**src/rtl/hdb3_pkg.sv**
```systemverilog
// hdb3_pkg: shared symbol codes and sizing constants for the HDB3 encoder.
//   sym_e     - 2-bit symbol class carried through the delay line
//   HDB3_RUN  - zero-run length that triggers a substitution
//   DLY       - depth of the symbol delay line
package hdb3_pkg;

  typedef enum logic [1:0] {
    SYM_ZERO = 2'b00,
    SYM_ONE  = 2'b01,
    SYM_B    = 2'b10,
    SYM_V    = 2'b11
  } sym_e;

  localparam int unsigned HDB3_RUN = 4;
  localparam int unsigned DLY      = 4;
  localparam int unsigned ZRUN_W   = $clog2(HDB3_RUN);
  localparam int unsigned FILL_W   = $clog2(DLY + 1);

endpackage

```
**src/rtl/hdb3_encoder_if.sv**
```systemverilog
// hdb3_encoder_if: bit-stream input and ternary rail output bundle.
//   i_data, i_en            - NRZ bit and its strobe (master drives)
//   o_pos, o_neg            - unipolar line rails
//   o_valid                 - rails carry a real encoded symbol
//   o_sym                   - debug symbol class of the emitted pulse
interface hdb3_encoder_if;
  import hdb3_pkg::*;

  logic i_data;
  logic i_en;
  logic o_pos;
  logic o_neg;
  logic o_valid;
  sym_e o_sym;

  modport master (output i_data, i_en, input o_pos, o_neg, o_valid, o_sym);
  modport slave  (input i_data, i_en, output o_pos, o_neg, o_valid, o_sym);

endinterface

```
**src/rtl/hdb3_polarity.sv**
```systemverilog
// hdb3_polarity: AMI polarity assignment for the symbol leaving the delay line.
//   i_clk, i_rst - clock, async active-high reset
//   i_sym        - symbol to emit (pre-shift tail of the delay line)
//   i_en         - enabled edge strobe; rails and o_sym clear when low
//   o_pos/o_neg  - registered rails, mutually exclusive
//   o_sym        - registered symbol class
module hdb3_polarity
  import hdb3_pkg::*;
#(
  parameter bit FIRST_POS = 1'b1
) (
  input  logic i_clk,
  input  logic i_rst,
  input  sym_e i_sym,
  input  logic i_en,
  output logic o_pos,
  output logic o_neg,
  output sym_e o_sym
);

  // lastpol: 1 = last pulse was positive
  logic lastpol_q, lastpol_d;
  logic pos_q, pos_d;
  logic neg_q, neg_d;
  sym_e sym_q, sym_d;

  // Marks and B pulses alternate; V repeats the previous polarity.
  always_comb begin
    lastpol_d = lastpol_q;
    pos_d     = 1'b0;
    neg_d     = 1'b0;
    sym_d     = SYM_ZERO;
    if (i_en) begin
      sym_d = i_sym;
      unique case (i_sym)
        SYM_ONE, SYM_B: begin
          pos_d     = ~lastpol_q;
          neg_d     = lastpol_q;
          lastpol_d = ~lastpol_q;
        end
        SYM_V: begin
          pos_d = lastpol_q;
          neg_d = ~lastpol_q;
        end
        default: ;
      endcase
    end
  end

  always_ff @(posedge i_clk or posedge i_rst) begin
    if (i_rst) begin
      lastpol_q <= ~FIRST_POS;
      pos_q     <= 1'b0;
      neg_q     <= 1'b0;
      sym_q     <= SYM_ZERO;
    end else begin
      lastpol_q <= lastpol_d;
      pos_q     <= pos_d;
      neg_q     <= neg_d;
      sym_q     <= sym_d;
    end
  end

  assign o_pos = pos_q;
  assign o_neg = neg_q;
  assign o_sym = sym_q;

endmodule

```
**src/rtl/hdb3_encoder.sv**
```systemverilog
// hdb3_encoder: streaming HDB3 line encoder with fixed DLY+1 enabled-edge latency.
//   i_clk, i_rst - clock, async active-high reset
//   bus (slave)  - i_data/i_en in; o_pos/o_neg/o_valid/o_sym out (all registered)
// Holds the zero-run counter, pulse parity, symbol delay line and fill/valid;
// polarity assignment lives in hdb3_polarity.
module hdb3_encoder
  import hdb3_pkg::*;
#(
  parameter bit FIRST_POS = 1'b1
) (
  input logic           i_clk,
  input logic           i_rst,
  hdb3_encoder_if.slave bus
);

  sym_e              sr_q [DLY];
  sym_e              sr_d [DLY];
  logic [ZRUN_W-1:0] zrun_q, zrun_d;
  logic              par_q, par_d;
  logic [FILL_W-1:0] fill_q, fill_d;
  logic              valid_q, valid_d;
  logic              subst;

  // Input stage: classify the bit, detect the 4th zero, shift the delay line.
  always_comb begin
    sr_d    = sr_q;
    zrun_d  = zrun_q;
    par_d   = par_q;
    fill_d  = fill_q;
    valid_d = 1'b0;
    subst   = 1'b0;
    if (bus.i_en) begin
      valid_d = (fill_q == FILL_W'(DLY));
      if (fill_q != FILL_W'(DLY)) begin
        fill_d = FILL_W'(fill_q + FILL_W'(1));
      end
      subst = !bus.i_data && (zrun_q == ZRUN_W'(HDB3_RUN - 1));
      for (int unsigned i = 1; i < DLY; i++) begin
        sr_d[i] = sr_q[i-1];
      end
      if (subst) begin
        sr_d[0] = SYM_V;
        // Even pulse count since last V: first zero of the run (entering the tail) becomes B.
        if (!par_q) begin
          sr_d[DLY-1] = SYM_B;
        end
        par_d  = 1'b0;
        zrun_d = '0;
      end else if (bus.i_data) begin
        sr_d[0] = SYM_ONE;
        par_d   = ~par_q;
        zrun_d  = '0;
      end else begin
        sr_d[0] = SYM_ZERO;
        zrun_d  = ZRUN_W'(zrun_q + ZRUN_W'(1));
      end
    end
  end

  always_ff @(posedge i_clk or posedge i_rst) begin
    if (i_rst) begin
      for (int unsigned i = 0; i < DLY; i++) begin
        sr_q[i] <= SYM_ZERO;
      end
      zrun_q  <= '0;
      par_q   <= 1'b0;
      fill_q  <= '0;
      valid_q <= 1'b0;
    end else begin
      sr_q    <= sr_d;
      zrun_q  <= zrun_d;
      par_q   <= par_d;
      fill_q  <= fill_d;
      valid_q <= valid_d;
    end
  end

  logic pol_pos;
  logic pol_neg;
  sym_e pol_sym;

  // Pre-shift tail of the delay line is the symbol emitted this edge.
  hdb3_polarity #(
    .FIRST_POS(FIRST_POS)
  ) u_polarity (
    .i_clk (i_clk),
    .i_rst (i_rst),
    .i_sym (sr_q[DLY-1]),
    .i_en  (bus.i_en),
    .o_pos (pol_pos),
    .o_neg (pol_neg),
    .o_sym (pol_sym)
  );

  assign bus.o_pos   = pol_pos;
  assign bus.o_neg   = pol_neg;
  assign bus.o_sym   = pol_sym;
  assign bus.o_valid = valid_q;

endmodule

```
**src/flat_wrapper.sv**
```systemverilog
// flat-port wrapper written by rule: the top's interface ports become plain ports
module hdb3_encoder_flat import hdb3_pkg::*;
#(
  parameter bit FIRST_POS = 1'b1
)
  (i_clk, i_rst, bus_i_data, bus_i_en, bus_o_pos, bus_o_neg, bus_o_valid, bus_o_sym);
  hdb3_encoder_if bus_i ();
  input logic i_clk;
  input logic i_rst;
  input wire logic [$bits(bus_i.i_data)-1:0] bus_i_data;
  input wire logic [$bits(bus_i.i_en)-1:0] bus_i_en;
  output wire logic [$bits(bus_i.o_pos)-1:0] bus_o_pos;
  output wire logic [$bits(bus_i.o_neg)-1:0] bus_o_neg;
  output wire logic [$bits(bus_i.o_valid)-1:0] bus_o_valid;
  output wire logic [$bits(bus_i.o_sym)-1:0] bus_o_sym;
  assign bus_i.i_data = bus_i_data;
  assign bus_i.i_en = bus_i_en;
  assign bus_o_pos = bus_i.o_pos;
  assign bus_o_neg = bus_i.o_neg;
  assign bus_o_valid = bus_i.o_valid;
  assign bus_o_sym = bus_i.o_sym;
  hdb3_encoder #(.FIRST_POS(FIRST_POS)) u_core (.i_clk(i_clk), .i_rst(i_rst), .bus(bus_i));
endmodule
```
**config.mk**
```make
export PLATFORM = sky130hd
export DESIGN_NAME = hdb3_encoder_flat
export DESIGN_NICKNAME = d
export VERILOG_FILES = /design/src/rtl/hdb3_pkg.sv /design/src/rtl/hdb3_encoder_if.sv /design/src/rtl/hdb3_polarity.sv /design/src/rtl/hdb3_encoder.sv /design/src/flat_wrapper.sv
export SDC_FILE = /design/constraint.sdc
export NUM_CORES = 1
export LEC_CHECK = 0
export ABC_CLOCK_PERIOD_IN_PS = 1800
export CORE_MARGIN = 2
export CORE_UTILIZATION = 56
export CTS_BUF_LIST = sky130_fd_sc_hd__clkbuf_8
export DETAILED_ROUTE_END_ITERATION = 7
export HOLD_SLACK_MARGIN = 0.03
export PLACE_DENSITY = 0.8
export SYNTH_ARGS = -nofsm -noshare
export SYNTH_HDL_FRONTEND = slang
export SYNTH_SLANG_ARGS = --single-unit
```
**constraint.sdc**
```tcl
create_clock -name i_clk -period 1.8 [get_ports i_clk]
set_clock_uncertainty 0.15 [all_clocks]
set_input_delay 0.54 -clock i_clk [delete_from_list [all_inputs] [get_ports i_clk]]
set_output_delay 0.54 -clock i_clk [all_outputs]
set_load 0.02 [all_outputs]
```
==> results of run 1 <==
power by group through the flow:
stage               Combinational (mW)  Sequential (mW)  Clock, mW
floorplan                        0.225            0.646          0
global placement                 0.339            0.631          0
detailed placement               0.360            0.638          0
CTS                              0.348            0.632      0.341
global route                     0.385            0.643      0.354
finish                           0.343            0.631      0.335
worst min-delay path by stage:
stage	endpoint	slack (ns)
after floorplan	u_core.sr_q[3]	0.32
after global placement	u_core.sr_q[3]	0.33
after detailed placement	u_core.sr_q[2]	0.34
after CTS	u_core.sr_q[2]	0.36
after global routing	u_core.sr_q[5]	0.37
final	u_core.sr_q[2]	0.36
cells in the final DEF (no fill, tap or decap), types with 2 or more instances in the layout:
cell type | synthesis | layout
inv_1 | 7 | 7
clkbuf_8 | 0 | 4
nand2_1 | 3 | 3
dfrtp_1 | 20 | 20
xnor2_1 | 2 | 2
ha_1 | 4 | 4
and2_1 | 2 | 2
clkdlybuf4s50_1 | 0 | 3
mux2i_1 | 2 | 2
buf_4 | 1 | 5
o21ai_0 | 3 | 3
dlygate4sd2_1 | 0 | 5
nor2b_1 | 4 | 4
mux2_2 | 5 | 5
flip-flops by register name (all words and copies together) (netlist names):
name                         flops
u_core.u_polarity.o_neg          1
u_core.u_polarity.o_sym          2
u_core.fill_q                    3
u_core.bus.o_valid               1
u_core.par_q                     1
u_core.sr_q                      8
u_core.u_polarity.lastpol_q      1
u_core.u_polarity.o_pos          1
u_core.zrun_q                    2
routing by layer:
metal | vias to the layer above | part of all wire
li1 | 258 | -
met1 | 246 | 0.50
met2 | 11 | 0.46
met3 | 2 | 0.032
met4 | 0 | 0.012
met5 | - | 0
through the flow:
stage	setup TNS [ns]	total power [mW]	area, sq um
after floorplan	0	0.8707	853.3
after global placement	-0.2594	0.9700	998.5
after detailed placement	-0.4348	0.9978	998.5
after CTS	0	1.320	1047
after global routing	0	1.382	1047
final	0	1.309	1047
logic make-up after synthesis:
logic type | share of synthesized area
fa+ha+maj | 0.05865
compound gates | 0.09092
mux | 0.1026
buf+inv | 0.04546
flops | 0.5865
simple gates | 0.09531
xor+xnor | 0.02053
layout make-up:
cell class | count | area share
multi-input combinational | 38 | 0.2999
clock buffer | 4 | 0.05257
timing repair buffer | 14 | 0.1254
sequential | 20 | 0.4779
tap | 16 | 0.01912
inverter | 7 | 0.02509
repair_timing:
item,in CTS,in global routing
setup endpoints to repair,5,0
endpoints found under the hold margin,0,0
resized for setup,5,0
==> summary.md, run 1 <==
* 0 — number of warnings printed during yosys synthesis
* 0.256 — clock share of power
* 0 — maxcap violations
* 0.9303 mW — design internal power
* 4 — FF-to-FF path depth
* 1 — deepest level of the CTS H-tree
* 5.222 — via-per-instance ratio
* bus_o_sym[0] — termination of the worst setup path
* 0 — residual overflow from global routing
* u_core.sr_q[4] — critical hold path startpoint
* met2 — gr busiest metal
* 99 — Finished Layout Cells
* 1852 sq um — Die Outline Area
* 0 — initial antenna violation count
* 0.1801 ns — post-layout worst setup margin
* 1255 um — wire length after detailed routing
* 43.04 um — die span in y
* 0.482 — fraction of power consumed by sequential logic
* dfrtp_1, inv_1, mux2_2 — most numerous cell types in the synthesized netlist
* 0 — number of enable-type register cells in the synthesized netlist
* 513 — vias in the first global route
* completed — outcome
* 0.2048 — share of layout cells above drive strength 1
* 0 — # diodes
* 853.3 sq um — cell area after synthesis
* 517 — vias
* 0.07 ns — clock edge transition at the registers on the reported setup and hold paths
* dfrtp_1, mux2_2, ha_1 — biggest area contributors in the synthesized netlist
* 0.5865 — register area share after synthesis
* 0.7117 — post-layout util
* 3 — Inserted Clock Buffers
* 1.620 ns — final critical path time including I/O delays and setup
* 2 — maximum buffer depth of the clock tree
* 0.1960 — met1 track utilization from global routing
* 1.000 — fraction of synthesis flops using an asynchronous set or reset pin
* 25 — Unique masters post-synth
* 0.25 ns — worst-skew pair later-pin latency
* 0 — number of max-slew violations in the final report
* dfrtp_1 — prevailing post-synth register cell
* 0.3783 mW — power dissipated by switching net loads
* 0.5799 — starting density of the core
* 12.68 um — average wire per standard cell
* 0 — remaining antenna violation count
* flip-flops — Worst path top cell family by delay
* 500.5 sq um — Sequential cell area
* 0.7630 mV — Peak supply drop
* 0.5865 — share of Yosys cell area claimed by the top area cell type
* 20 — flip-flop and latch count after synthesis
* output port — endpoint class of the critical path
* 900.8 um — Final HPWL DP
* 0 — Residual DRC
* 0.5231 nW — Static Leak
* dfrtp_1 — most frequently used cell type in the post-synthesis netlist
* 92 — number of nets at the end of the flow
* dlygate4sd2_1 — ordered list of cells on the worst path
* 0.2545 — global-route track usage on met2
* 0 — hold violation count in the final report
* 1471 sq um — placeable core region
* 1 — largest fanout of any net on the critical path
* 43.04 um — Die Width
* 0.36 ns — delay of the slowest cell on the worst path
* 0.02979 — GR Layer Usage met3
* 22.73% — Area Overhead vs Synth
* 95 — placed instance count
* flop — CP startpoint kind
* dfrtp_1 — cell with the biggest individual delay on the critical path
* 0.1574 — global routing usage summed across all routing layers
* clkbuf_8 — CTS root buffer
* flop to output port — category of the most critical setup path
* 0.2624 ns — Least-Margin Pin Slew
* 1.11 ns — data required time at the worst endpoint
* 0.3613 ns — worst-case hold slack
* 67 — cell count after synthesis
* u_core.fill_q[0] — origin of the critical flop-to-flop path
* 0 — number of setup buffers added after CTS
* 0.93 ns — WP data arrival
* false — RSZ-0062 raised after global routing
* 20 — TritonCTS sink count
* 2139 um — wire length of the first global-routing pass
* 0 — Setup-failing EPs final
* 0 — cts-stage hold buffer count
* u_core.fill_q[1] — reg-to-reg endpoint
* 1250 nW/um^2 — pwr dens
* 21 — largest net degree at the start of global routing
* 112 — number of fillers in the final layout
* 0.37 ns — Register-to-Register Setup Slack
* 0.2891 — fraction of power spent switching nets
* 8 — IO buf count
* 4 — first-pass iteration count of the detailed router
* 0.262 — portion of total power attributed to combinational logic
* 0.6173 GHz — fmax
* 14 — number of placement rows
* 0.7342 — final estimated routing congestion in global placement
* u_core.u_polarity.o_sym[0] — crit path launch
* 1 — sum of buffers and inverters on the critical path
* 12.74 sq um — mean instance size in the synthesized netlist
* 1 — critical path depth in cells
* 314.1 sq um — Multi-input gate area
* 0.8999 — final worst-path cycle share
* flop to flop — class of the most critical hold timing path
* 9 — count of pins on the block boundary
* dfrtp_1 — cell accounting for the most synthesized area
* -0.09377 ns — minimum setup slack after placement
* 75 — number of nets produced by synthesis
* 0.8247 — slew margin rel.
* done — clock tree from TritonCTS
* 1 — Min-Delay Path Depth
* 7 — DRC marker count from the first detailed-route iteration
Note: power is estimated with default switching activity, not from simulation.
==> inputs of run 2 (changes only) <==
Settings changed: ABC_CLOCK_PERIOD_IN_PS 1800 to 1600, CORE_UTILIZATION 56 to 32, CTS_CLUSTER_SIZE from default to 12, PLACE_DENSITY 0.8 to 0.51.
Clock period 1.8 ns to 1.6 ns, I/O delays scaled along.
==> summary.md, run 2 (same netlist as run 1, synthesis figures left out) <==
* 1 — deepest level of the CTS H-tree
* 0.314 — clock share of power
* 2500 sq um — placeable core region
* 1323 um — wire length after detailed routing
* 0.8003 — slew margin rel.
* 18 — number of placement rows
* flip-flops — Worst path top cell family by delay
* flop to output port — category of the most critical setup path
* 9 — count of pins on the block boundary
* 0.6868 — final estimated routing congestion in global placement
* flop — CP startpoint kind
* u_core.sr_q x8, u_core.fill_q x3 — Largest regs
* 0.4319 — post-layout util
* bus_o_sym[0] — termination of the worst setup path
* 0 — remaining antenna violation count
* u_core.fill_q[0] — origin of the critical flop-to-flop path
* 0.240 — portion of total power attributed to combinational logic
* 3 — Inserted Clock Buffers
* 0.446 — fraction of power consumed by sequential logic
* 1 — critical path depth in cells
* u_core.fill_q[1] — reg-to-reg endpoint
* false — RSZ-0062 raised after global routing
* dfrtp_1, inv_1, buf_4 — commonest cells after routing, fill and taps aside
* 1460 nW/um^2 — pwr dens
* 21 — largest net degree at the start of global routing
* 7 — DRC marker count from the first detailed-route iteration
* 11.61 um — average wire per standard cell
* dfrtp_1 — leading cell type in the layout, fill and taps excluded
* 0.9718 — final worst-path cycle share
* 914.5 um — Final HPWL DP
* 2 — maximum buffer depth of the clock tree
* 0.92 ns — WP data arrival
* clkbuf_8 — CTS root buffer
* 3096 sq um — Die Outline Area
* 4.579 — via-per-instance ratio
* 0.3413 — starting density of the core
* 8 — flip-flop count of the largest register after layout
* 0 — cts-stage hold buffer count
* 4 — first-pass iteration count of the detailed router
* 1.162 mW — design internal power
* 0 — # diodes
* 0.07 ns — clock edge transition at the registers on the reported setup and hold paths
* 0.26 ns — worst-skew pair later-pin latency
* 0.6431 GHz — fmax
* 0.5221 nW — Static Leak
* 26.54% — Area Overhead vs Synth
* 2435 um — wire length of the first global-routing pass
* 0 — number of max-slew violations in the final report
* 1 — largest fanout of any net on the critical path
* dlygate4sd2_1 — ordered list of cells on the worst path
* done — clock tree from TritonCTS
* 0 — Setup-failing EPs final
* 1.577 mW — total power draw
* 0 — hold violation count in the final report
* 0.17 ns — Register-to-Register Setup Slack
* u_core.sr_q — register with the highest flop count
* 0 — Residual DRC
* 0.8851 mV — Peak supply drop
* completed — outcome
* 0.36 ns — delay of the slowest cell on the worst path
* 1 — sum of buffers and inverters on the critical path
* 0.4145 mW — power dissipated by switching net loads
* output port — endpoint class of the critical path
* 0.1017 — global routing usage summed across all routing layers
* 20 — TritonCTS sink count
* 0 — maxcap violations
* dfrtp_1 — cell with the biggest individual delay on the critical path
* 0.2629 — fraction of power spent switching nets
* 4 — FF-to-FF path depth
* flop to flop — class of the most critical hold timing path
* 1.555 ns — final critical path time including I/O delays and setup
* 8 — IO buf count
* 522 — vias
* 0 — initial antenna violation count
* 0.2143 — share of layout cells above drive strength 1
* 55.64 um — die span in y
* 93 — number of nets at the end of the flow
* 0.97 ns — data required time at the worst endpoint
* u_core.u_polarity.o_sym[0] — crit path launch
* 0 — residual overflow from global routing
* 0.2989 ns — Least-Margin Pin Slew
* 539 — vias in the first global route
* 55.64 um — Die Width
[run 2: changes by cell type in the layout (fill, tap and decap cells not counted), sizes merged]
cell	previous run	this run
dlygate4sd2	5	2
clkdlybuf4s15	0	3
clkbuf	4	3
buf	6	7
bufinv	0	1
[run 2: power by group through the flow]
| stage | sequential, mW | combinational [mW] | clock, mW |
|---|---|---|---|
| finish | 0.703 | 0.379 | 0.494 |
| global route | 0.720 | 0.435 | 0.537 |
| CTS | 0.705 | 0.387 | 0.522 |
| detailed placement | 0.713 | 0.400 | 0 |
| global placement | 0.710 | 0.389 | 0 |
| floorplan | 0.727 | 0.253 | 0 |
[run 2: worst min-delay path by stage]
stage | startpoint | to | slack [ns] | cells past startpoint
final | u_core.sr_q[5] | u_core.sr_q[3] | 0.36 | 1
after global routing | u_core.sr_q[6] | u_core.sr_q[4] | 0.39 | 1
after CTS | u_core.sr_q[5] | u_core.sr_q[3] | 0.36 | 1
after detailed placement | u_core.sr_q[5] | u_core.sr_q[3] | 0.34 | 1
after global placement | u_core.sr_q[5] | u_core.sr_q[3] | 0.34 | 1
after floorplan | i_rst | u_core.bus.o_valid | 0.29 | 1
[run 2: what timing repair did]
item,4_1_cts,5_1_grt
setup endpoints to repair,5,2
setup buffers,0,0
resized for setup,6,2
[run 2: through the flow]
| stage | hold slack, ns | worst slack [ns] | cell area [sq um] | setup TNS, ns | instances |
|---|---|---|---|---|---|
| 3_5_place_dp | 0.3418 | -0.1997 | 1011 | -1.996 | 110 |
| 4_1_cts | 0.3594 | 0.02092 | 1077 | 0 | 114 |
| 6_report | 0.3586 | 0.04505 | 1080 | 0 | 114 |
| 3_3_place_gp | 0.3358 | -0.1951 | 1011 | -1.796 | 110 |
| 2_1_floorplan | 0.2938 | 0.2304 | 853.3 | 0 | 67 |
| 5_1_grt | 0.3862 | 0.003295 | 1080 | 0 | 114 |
[run 2: layout make-up]
type | count | area, sq um
Multi-Input combinational cell | 38 | 314.1
Inverter | 7 | 26.28
Clock inverter | 1 | 30.03
Sequential cell | 20 | 500.5
Fill cell | 241 | 1420
Timing Repair Buffer | 15 | 130.1
Tap cell | 30 | 37.54
Clock buffer | 3 | 41.29
[run 2: metal layers]
layer / vias up / part of all wire / track usage
met3: 2 / 0.056 / 0.04884
met1: 249 / 0.48 / 0.1244
met5: - / 0 / 0
li1: 260 / - / -
met4: 0 / 0.011 / 0.03136
met2: 11 / 0.46 / 0.1582
==> inputs of run 3 (changes only) <==
Settings changed: SKIP_LAST_GASP from default to 1.
==> results of run 3 <==
Same layout as run 2: the final DEF is identical, and so are final timing and power.
Main changes from that run: number of gates resized after CTS 6 -> 5; wire length of the first global-routing pass 2435 um -> 2442 um; overall routing resource usage 0.1017 -> 0.1022; met2 usage 0.1582 -> 0.1599
